==> config.mk <==
export PLATFORM = sky130hd
export DESIGN_NAME = uart_transmitter
export DESIGN_NICKNAME = d
export VERILOG_FILES = /design/src/rtl/uart_transmitter.sv
export SDC_FILE = /design/constraint.sdc
export NUM_CORES = 1
export LEC_CHECK = 0
export CAP_MARGIN = 20
export CORE_MARGIN = 2
export CORE_UTILIZATION = 55
export DETAILED_ROUTE_END_ITERATION = 8
export GPL_TIMING_DRIVEN = 0
export PLACE_DENSITY = 0.78
export SYNTH_ARGS = -nofsm -noshare
export SYNTH_HDL_FRONTEND = slang
export SYNTH_SLANG_ARGS = --single-unit
==> constraint.sdc <==
create_clock -name clk -period 3.1 [get_ports clk]
set_clock_uncertainty 0.15 [all_clocks]
set_input_delay 0.465 -clock clk [delete_from_list [all_inputs] [get_ports clk]]
set_output_delay 0.465 -clock clk [all_outputs]
set_load 0.1 [all_outputs]
==> src/rtl/uart_transmitter.sv <==
// -----------------------------------------------------------------------------
// uart_transmitter
//
// Purpose:
//   Transmit side of the UART. Sends one byte per frame on TXD in this order:
//   start bit (0), DATA_BITS data bits LSB first, an optional parity bit, and a
//   stop bit (1). Every bit is held for OVERSAMPLE clk cycles, so clk is the
//   same 16x tick the receiver samples with. A one-entry holding buffer behind
//   a valid/ready handshake lets frames run back to back with no idle gap.
//
// Ports:
//   clk       in   1          clock; all bit timing is counted in clk cycles
//   reset     in   1          asynchronous, active-high
//   tx_valid  in   1          tx_data is being offered
//   tx_data   in   DATA_BITS  byte to send; captured when tx_valid && tx_ready
//   tx_ready  out  1          holding buffer is empty
//   TXD       out  1          serial line, idles high, registered
//   tx_busy   out  1          frame in progress, registered
//   tx_done   out  1          one-cycle pulse in the last cycle of a stop bit
// -----------------------------------------------------------------------------
module uart_transmitter #(
  parameter int OVERSAMPLE = 16,
  parameter int DATA_BITS  = 8,
  parameter int PARITY_EN  = 1,
  parameter int PARITY_ODD = 0
) (
  input  logic                 clk,
  input  logic                 reset,
  input  logic                 tx_valid,
  input  logic [DATA_BITS-1:0] tx_data,
  output logic                 tx_ready,
  output logic                 TXD,
  output logic                 tx_busy,
  output logic                 tx_done
);

  localparam int CNT_W = (OVERSAMPLE > 1) ? $clog2(OVERSAMPLE) : 1;
  localparam int IDX_W = (DATA_BITS > 1) ? $clog2(DATA_BITS) : 1;

  localparam logic [CNT_W-1:0] CNT_LAST = CNT_W'(OVERSAMPLE - 1);
  localparam logic [IDX_W-1:0] IDX_LAST = IDX_W'(DATA_BITS - 1);

  localparam logic [2:0] S_IDLE   = 3'd0;
  localparam logic [2:0] S_START  = 3'd1;
  localparam logic [2:0] S_DATA   = 3'd2;
  localparam logic [2:0] S_PARITY = 3'd3;
  localparam logic [2:0] S_STOP   = 3'd4;

  logic [2:0]           r_state;
  logic [CNT_W-1:0]     r_sampleCnt;
  logic [IDX_W-1:0]     r_bitIdx;
  logic [DATA_BITS-1:0] r_shift;
  logic                 r_parity;
  logic [DATA_BITS-1:0] r_buf;
  logic                 r_bufFull;
  logic                 r_txd;
  logic                 r_busy;
  logic                 r_done;

  logic w_cntEnd;
  logic w_accept;
  logic w_load;
  logic w_parity;

  // w_load is the single point where the buffered byte moves into the shift
  // register: either straight from IDLE, or at the end of a stop bit so the
  // next start bit follows with no idle cycle. Accept and load are mutually
  // exclusive because one needs an empty buffer and the other a full one.
  assign w_cntEnd = (r_sampleCnt == CNT_LAST);
  assign w_accept = tx_valid && !r_bufFull;
  assign w_load   = r_bufFull && ((r_state == S_IDLE) ||
                                  ((r_state == S_STOP) && w_cntEnd));
  assign w_parity = (PARITY_ODD != 0) ? ~^r_buf : ^r_buf;
  assign tx_ready = ~r_bufFull;

  // Holding buffer: filled by the handshake, emptied when the FSM copies it.
  always_ff @(posedge clk or posedge reset) begin
    if (reset) begin
      r_bufFull <= 1'b0;
      r_buf     <= '0;
    end else if (w_accept) begin
      r_bufFull <= 1'b1;
      r_buf     <= tx_data;
    end else if (w_load) begin
      r_bufFull <= 1'b0;
    end
  end

  // Frame sequencer. Each state lasts exactly OVERSAMPLE cycles; the sample
  // counter reloads to zero on every state change and never wraps on its own.
  always_ff @(posedge clk or posedge reset) begin
    if (reset) begin
      r_state     <= S_IDLE;
      r_sampleCnt <= '0;
      r_bitIdx    <= '0;
      r_shift     <= '0;
      r_parity    <= 1'b0;
    end else begin
      case (r_state)
        S_IDLE: begin
          r_sampleCnt <= '0;
          if (w_load) begin
            r_state  <= S_START;
            r_shift  <= r_buf;
            r_parity <= w_parity;
          end
        end
        S_START: begin
          if (w_cntEnd) begin
            r_state     <= S_DATA;
            r_bitIdx    <= '0;
            r_sampleCnt <= '0;
          end else begin
            r_sampleCnt <= r_sampleCnt + CNT_W'(1);
          end
        end
        S_DATA: begin
          if (w_cntEnd) begin
            r_sampleCnt <= '0;
            if (r_bitIdx == IDX_LAST) begin
              r_state <= (PARITY_EN != 0) ? S_PARITY : S_STOP;
            end else begin
              r_bitIdx <= r_bitIdx + IDX_W'(1);
            end
          end else begin
            r_sampleCnt <= r_sampleCnt + CNT_W'(1);
          end
        end
        S_PARITY: begin
          if (w_cntEnd) begin
            r_state     <= S_STOP;
            r_sampleCnt <= '0;
          end else begin
            r_sampleCnt <= r_sampleCnt + CNT_W'(1);
          end
        end
        S_STOP: begin
          if (w_cntEnd) begin
            r_sampleCnt <= '0;
            if (w_load) begin
              r_state  <= S_START;
              r_shift  <= r_buf;
              r_parity <= w_parity;
            end else begin
              r_state <= S_IDLE;
            end
          end else begin
            r_sampleCnt <= r_sampleCnt + CNT_W'(1);
          end
        end
        default: begin
          r_state     <= S_IDLE;
          r_sampleCnt <= '0;
        end
      endcase
    end
  end

  // Line and status flops. They follow the sequencer state one cycle later,
  // which is why TXD drops two edges after the accepting edge, and it keeps
  // tx_done lined up with the last cycle of the stop bit as seen on TXD.
  always_ff @(posedge clk or posedge reset) begin
    if (reset) begin
      r_txd  <= 1'b1;
      r_busy <= 1'b0;
      r_done <= 1'b0;
    end else begin
      case (r_state)
        S_IDLE:   r_txd <= 1'b1;
        S_START:  r_txd <= 1'b0;
        S_DATA:   r_txd <= r_shift[r_bitIdx];
        S_PARITY: r_txd <= r_parity;
        S_STOP:   r_txd <= 1'b1;
        default:  r_txd <= 1'b1;
      endcase
      r_busy <= (r_state != S_IDLE);
      r_done <= (r_state == S_STOP) && w_cntEnd;
    end
  end

  assign TXD     = r_txd;
  assign tx_busy = r_busy;
  assign tx_done = r_done;

endmodule

==> results of run 1 <==
-- worst max-delay path: cells and delay by family (launching register included) --
kind | cells | cell delay [ps]
flops | 1 | 420
buf+inv | 2 | 1260
-- worst max path at each step --
stage                  to  startpoint  slack, ps
2_1_floorplan  r_shift[0]   r_bufFull       1120
3_3_place_gp     tx_ready   r_bufFull        840
3_5_place_dp     tx_ready   r_bufFull        820
4_1_cts          tx_ready   r_bufFull        450
5_1_grt          tx_ready   r_bufFull        420
6_report         tx_ready   r_bufFull        480
-- layout by cell type (no fill, tap or decap), types with 2 or more instances in the layout --
cell	synthesis	final
dfrtp_1	30	30
clkbuf_4	0	5
mux2i_1	2	2
nand3_1	3	3
a22o_1	2	2
and3_1	2	2
nor2_1	8	8
xnor2_1	10	10
nand3b_1	2	2
a21oi_1	3	3
mux2_2	17	17
clkbuf_1	1	4
o21ai_0	3	3
buf_4	2	2
clkdlybuf4s50_1	0	14
inv_1	5	5
ha_1	3	3
nand2_1	3	3
nor3_1	2	2
-- per-layer routing --
metal  part of all wire  GRT usage
met5                  0          0
met4              0.029      0.105
met3              0.040     0.0562
met2               0.51      0.301
met1               0.42      0.198
-- final cells by class --
cell class | count | area [sq um]
multi-input combinational | 73 | 622
buffer | 5 | 35.0
clock buffer | 8 | 48.8
inverter | 5 | 18.8
sequential | 31 | 777
tap | 30 | 37.5
timing repair buffer | 15 | 168
fill | 173 | 793
-- cell families after synthesis --
family	share of synthesized area
buffers and inverters	0.0370
adders and majority gates	0.0258
AOI/OAI and AO/OA	0.0758
xor gates and xnor gates	0.0603
DFF	0.535
and+or+nand+nor	0.105
muxes	0.161
-- registers in the layout, indices dropped and copies added, names as in the netlist --
name,cells
r_shift,8
r_buf,8
r_bufFull,1
r_bitIdx,3
TXD,1
r_state,3
tx_done,1
tx_busy,1
r_sampleCnt,4
r_parity,1
-- power by group --
part,switching (uW),internal [uW]
Clock,130,90.2
Sequential,128,578
Combinational,377,367
Total,635,1040
-- through the flow --
stage               instance area [sq um]  utilization  hold WS, ps
floorplan                            1450            -          310
global placement                     1630        0.652          327
detailed placement                   1660        0.663          336
CTS                                  1710        0.683          323
global route                         1710        0.683          382
finish                               1710        0.683          311
==> out/metrics.yaml, run 1 <==
status: "finished, final reports clean"
synth_seq_area_share: 0.535
clock.fmax_mhz: 381
grt_pass1_vias: 960
grt-ovfl-total: 0
worstPathRequired_ps: 2480
n_antenna_cell: 0
die_w_um: 55.4
netlist_area_sq_um: 1450
gp_congestion: 0.742
synth.largest_area_cell: "dfrtp_1"
syn_nets: 128
irDropWorstVdd_mv: 0.708
p_leak_uw: 0.000711
setup.worst_path.class: "register to output port"
post-route-drc-count: 0
dieArea_sq_um: 3070
grt_pass1_wl_um: 4150
synth_ff_type: "dfrtp_1"
setup_tns_ps: 0
yosysUniqueCellTypes: 33
fin_ws_ps: 477
syn_avg_cell_area_sq_um: 12.7
rows: 18
synth_top_area_share: 0.517
antenna_found_initial: 0
path_clk_slew_ps: 90
worstHoldPathType: "primary input to async pin"
min_period_ps: 2620
routed_via_density: 5.53
crit_slowest_cell: "clkdlybuf4s50_1"
cts-buffers-inserted: 5
synth_common_cells: "30 x dfrtp_1, 17 x mux2_2, 10 x xnor2_1"
final-hold-violation-count: 0
die_h_um: 55.4
ioPinCount: 15
startpoint_type: "register"
async_flop_share: 1.00
relSlewSlack: 0.356
core_area_sq_um: 2500
rr_worst_depth: 5
routed_wl_um: 2330
worst_slew_pin_slew_ps: 962
ys_warn_count: 0
dpl.hpwl_um: 1760
grt_usage: 0.179
cts-htree-levels: 2
synth-edff-count: 0
cts_tree: "yes"
grt_max_degree: 21
p_per_area_nw_per_um2: 979
timing.final.crit_share: 0.846
cts.sinks: 31
cts_setup_buffers: 0
critical_path_arrival_ps: 2010
yosys-top-cells-area: "dfrtp_1 52%, mux2_2 13%, xnor2_1 6.0%, ha_1 2.6%, nor2_1 2.1%"
final_nets: 150
cp_slowest_stage_delay_ps: 1140
layout-drive-gt1-share: 0.234
wire_per_inst_um: 14.0
preCtsSetupSlack_ps: 822
endpoint_kind: "output port"
clockBufferDepth: 2
vias: 924
cp_cell_sequence: "inv_1, clkdlybuf4s50_1"
floorplan.initialDensity: 0.581
syn-instance-count: 114
rsz0062_at_grt: "no"
yosys.cell_count.top_type: "dfrtp_1"
clk_latency_ps: 330
placedCellCount: 159
r2r_end: "r_shift[2]"
finalPower_uw: 1670
syn_to_final_growth_pct: 17.5
critPathMaxFanout: 4
finalSetupViolations: 0
cts-resized-gates: 0
r2r-start: "r_sampleCnt[0]"
drt_iter0_drc: 6
synth-seq-cells: 31
hold_buffers: 0
drv_slew: 0
timing.max_cap.violations: 0
drt_pass1_iterations: 4
final_cells: 167
portBuffers: 14
r2r_slack_ps: 1040
clockRootBuffer: "clkbuf_4"
ant_nets: 0
(Power assumes the default switching activity.)
==> run 2: changes to the inputs <==
==> constraint.sdc (replaced) <==
create_clock -name clk -period 2.5 [get_ports clk]
set_clock_uncertainty 0.15 [all_clocks]
set_input_delay 0.375 -clock clk [delete_from_list [all_inputs] [get_ports clk]]
set_output_delay 0.375 -clock clk [all_outputs]
set_load 0.1 [all_outputs]
==> run 2 against run 1 <==
  * Combinational power rose by 23%
  * Global-route usage did not move
  * Count of clock-buffer cells in the layout did not move
  * Critical path type unchanged
  * Critical endpoint is now tx_done
  * Largest power group unchanged
==> out/metrics.yaml, run 2 (synthesis gave the netlist of run 1 again) <==
final_cell_mix: "30 x dfrtp_1, 17 x mux2_2, 12 x clkdlybuf4s50_1"
clk_latency_ps: 330  # about the same
grt_max_degree: 21  # unchanged
path_buf_inv: 1  # -1
worst_slew_pin_slew_ps: 958  # -4.07 ps
drv_slew: 0  # unchanged
final_nets: 150  # unchanged
syn_to_final_growth_pct: 17.3
n_antenna_cell: 0  # unchanged
use_met2: 0.301  # unchanged
clockBufferDepth: 2  # unchanged
wire_per_inst_um: 14.0  # unchanged
die_h_um: 55.4  # unchanged
relSlewSlack: 0.359  # +0.00272
use_met1: 0.198  # unchanged
ant_nets: 0  # unchanged
drt_iter0_drc: 6  # unchanged
setup.worst_path.class: "register to output port"
ioPinCount: 15  # unchanged
crit_slowest_cell: "clkdlybuf4s50_1"
cp_cell_sequence: "clkdlybuf4s50_1"
endpoint_kind: "output port"
antenna_found_initial: 0  # unchanged
dpl.hpwl_um: 1760  # unchanged
core_area_sq_um: 2500  # unchanged
critical_path_arrival_ps: 1800  # -210 ps
grt_usage: 0.179  # unchanged
floorplan.initialDensity: 0.581  # unchanged
vias: 924  # unchanged
drt_pass1_iterations: 4  # unchanged
worstHoldPathType: "primary input to async pin"
grt_pass1_vias: 960  # unchanged
p_leak_uw: 0.000718  # +0.95%
startpoint_type: "register"
portBuffers: 14  # unchanged
clockRootBuffer: "clkbuf_4"
routed_wl_um: 2330  # unchanged
cts-htree-levels: 2  # unchanged
setup_tns_ps: 0  # unchanged
cts.sinks: 31  # unchanged
die_w_um: 55.4  # unchanged
routed_via_density: 5.53  # unchanged
timing.max_cap.violations: 0  # unchanged
critPathMaxFanout: 1  # -3
rsz0062_at_grt: "no"
timing.final.crit_share: 0.928
grt_pass1_wl_um: 4150  # unchanged
final-hold-violation-count: 0  # unchanged
post-route-drc-count: 0  # unchanged
worstPathRequired_ps: 1980  # -500 ps
gp_congestion: 0.742  # unchanged
final_cells: 167  # unchanged
grt-ovfl-total: 0  # unchanged
grt-busiest-layer: "met2"
path_clk_slew_ps: 90  # about the same
status: "finished, final reports clean"
mostFrequentLayoutCell: "dfrtp_1"
top_regs: "r_buf x8, r_shift x8, r_sampleCnt x4"
placedCellCount: 159  # unchanged
cts_tree: "yes"
rows: 18  # unchanged
p_per_area_nw_per_um2: 1210  # +24%
grt_use_met3: 0.0562  # unchanged
dieArea_sq_um: 3070  # unchanged
finalSetupViolations: 0  # unchanged
min_period_ps: 2320
cp_slowest_stage_delay_ps: 1120  # -20 ps
clock.fmax_mhz: 431
final_util: 0.682  # -0.00100
cts-buffers-inserted: 5  # unchanged
irDropWorstVdd_mv: 0.877  # +24%
layout-drive-gt1-share: 0.234  # unchanged
crit_family: "buffers and inverters"
## run 2: worst paths after layout
path / cells past startpoint / startpoint / slack, ps / to
worst max-delay path: 1 / tx_done / 180 / tx_done
worst min-delay path: 2 / reset / 220 / r_state[0]
max in group asynchronous: 3 / reset / 1500 / r_shift[1]
min in group clk: 1 / r_sampleCnt[0] / 340 / r_sampleCnt[0]
worst max register to register: 5 / r_sampleCnt[0] / 440 / r_shift[2]
worst min register to register: 1 / r_sampleCnt[0] / 340 / r_sampleCnt[0]
## run 2: cell type report
| cell class | instances | area, sq um |
|---|---|---|
| plain buffers | 5 | 35.0 |
| well taps | 30 | 37.5 |
| repair buffers | 15 | 165 |
| flip-flops and latches | 31 | 777 |
| clock buffers | 8 | 48.8 |
| inverters | 5 | 18.8 |
| multi-input cells | 73 | 622 |
| fillers | 174 | 796 |
## run 2: repair_timing
action	in CTS	in global routing
setup buffers	0	0
endpoints found under the hold margin	0	0
setup endpoints to repair	2	0
hold buffers	0	0
resized for setup	2	0
## run 2: per-layer routing
metal  vias up  share of wire
li1        451              -
met1       450           0.42
met4         0          0.029
met2        17           0.51
met5         -              0
met3         6          0.040
## run 2: metrics by stage
step	hold slack [ps]	area [sq um]	worst slack, ps	total power [uW]
after floorplan	310	1450	515	1630
after global placement	327	1630	332	1780
after detailed placement	336	1660	312	1830
after CTS	233	1700	173	2090
after global routing	295	1700	147	2210
final	221	1700	180	2060
## run 2: power breakdown
group          internal, uW  leakage, uW  total [uW]  switching, uW
Combinational           445     0.000320         912            467
Sequential              717     0.000372         875            158
Clock                   112    0.0000265         273            161
Total                  1270     0.000718        2060            787
==> run 3: changes to the inputs <==
--- a/config.mk
+++ b/config.mk
@@ -10,6 +10,7 @@
 export CORE_UTILIZATION = 55
 export DETAILED_ROUTE_END_ITERATION = 8
 export GPL_TIMING_DRIVEN = 0
+export HOLD_SLACK_MARGIN = 0.1
 export PLACE_DENSITY = 0.78
 export SYNTH_ARGS = -nofsm -noshare
 export SYNTH_HDL_FRONTEND = slang
==> results of run 3 <==
No change in the layout: final DEF, timing and power equal those of run 2.
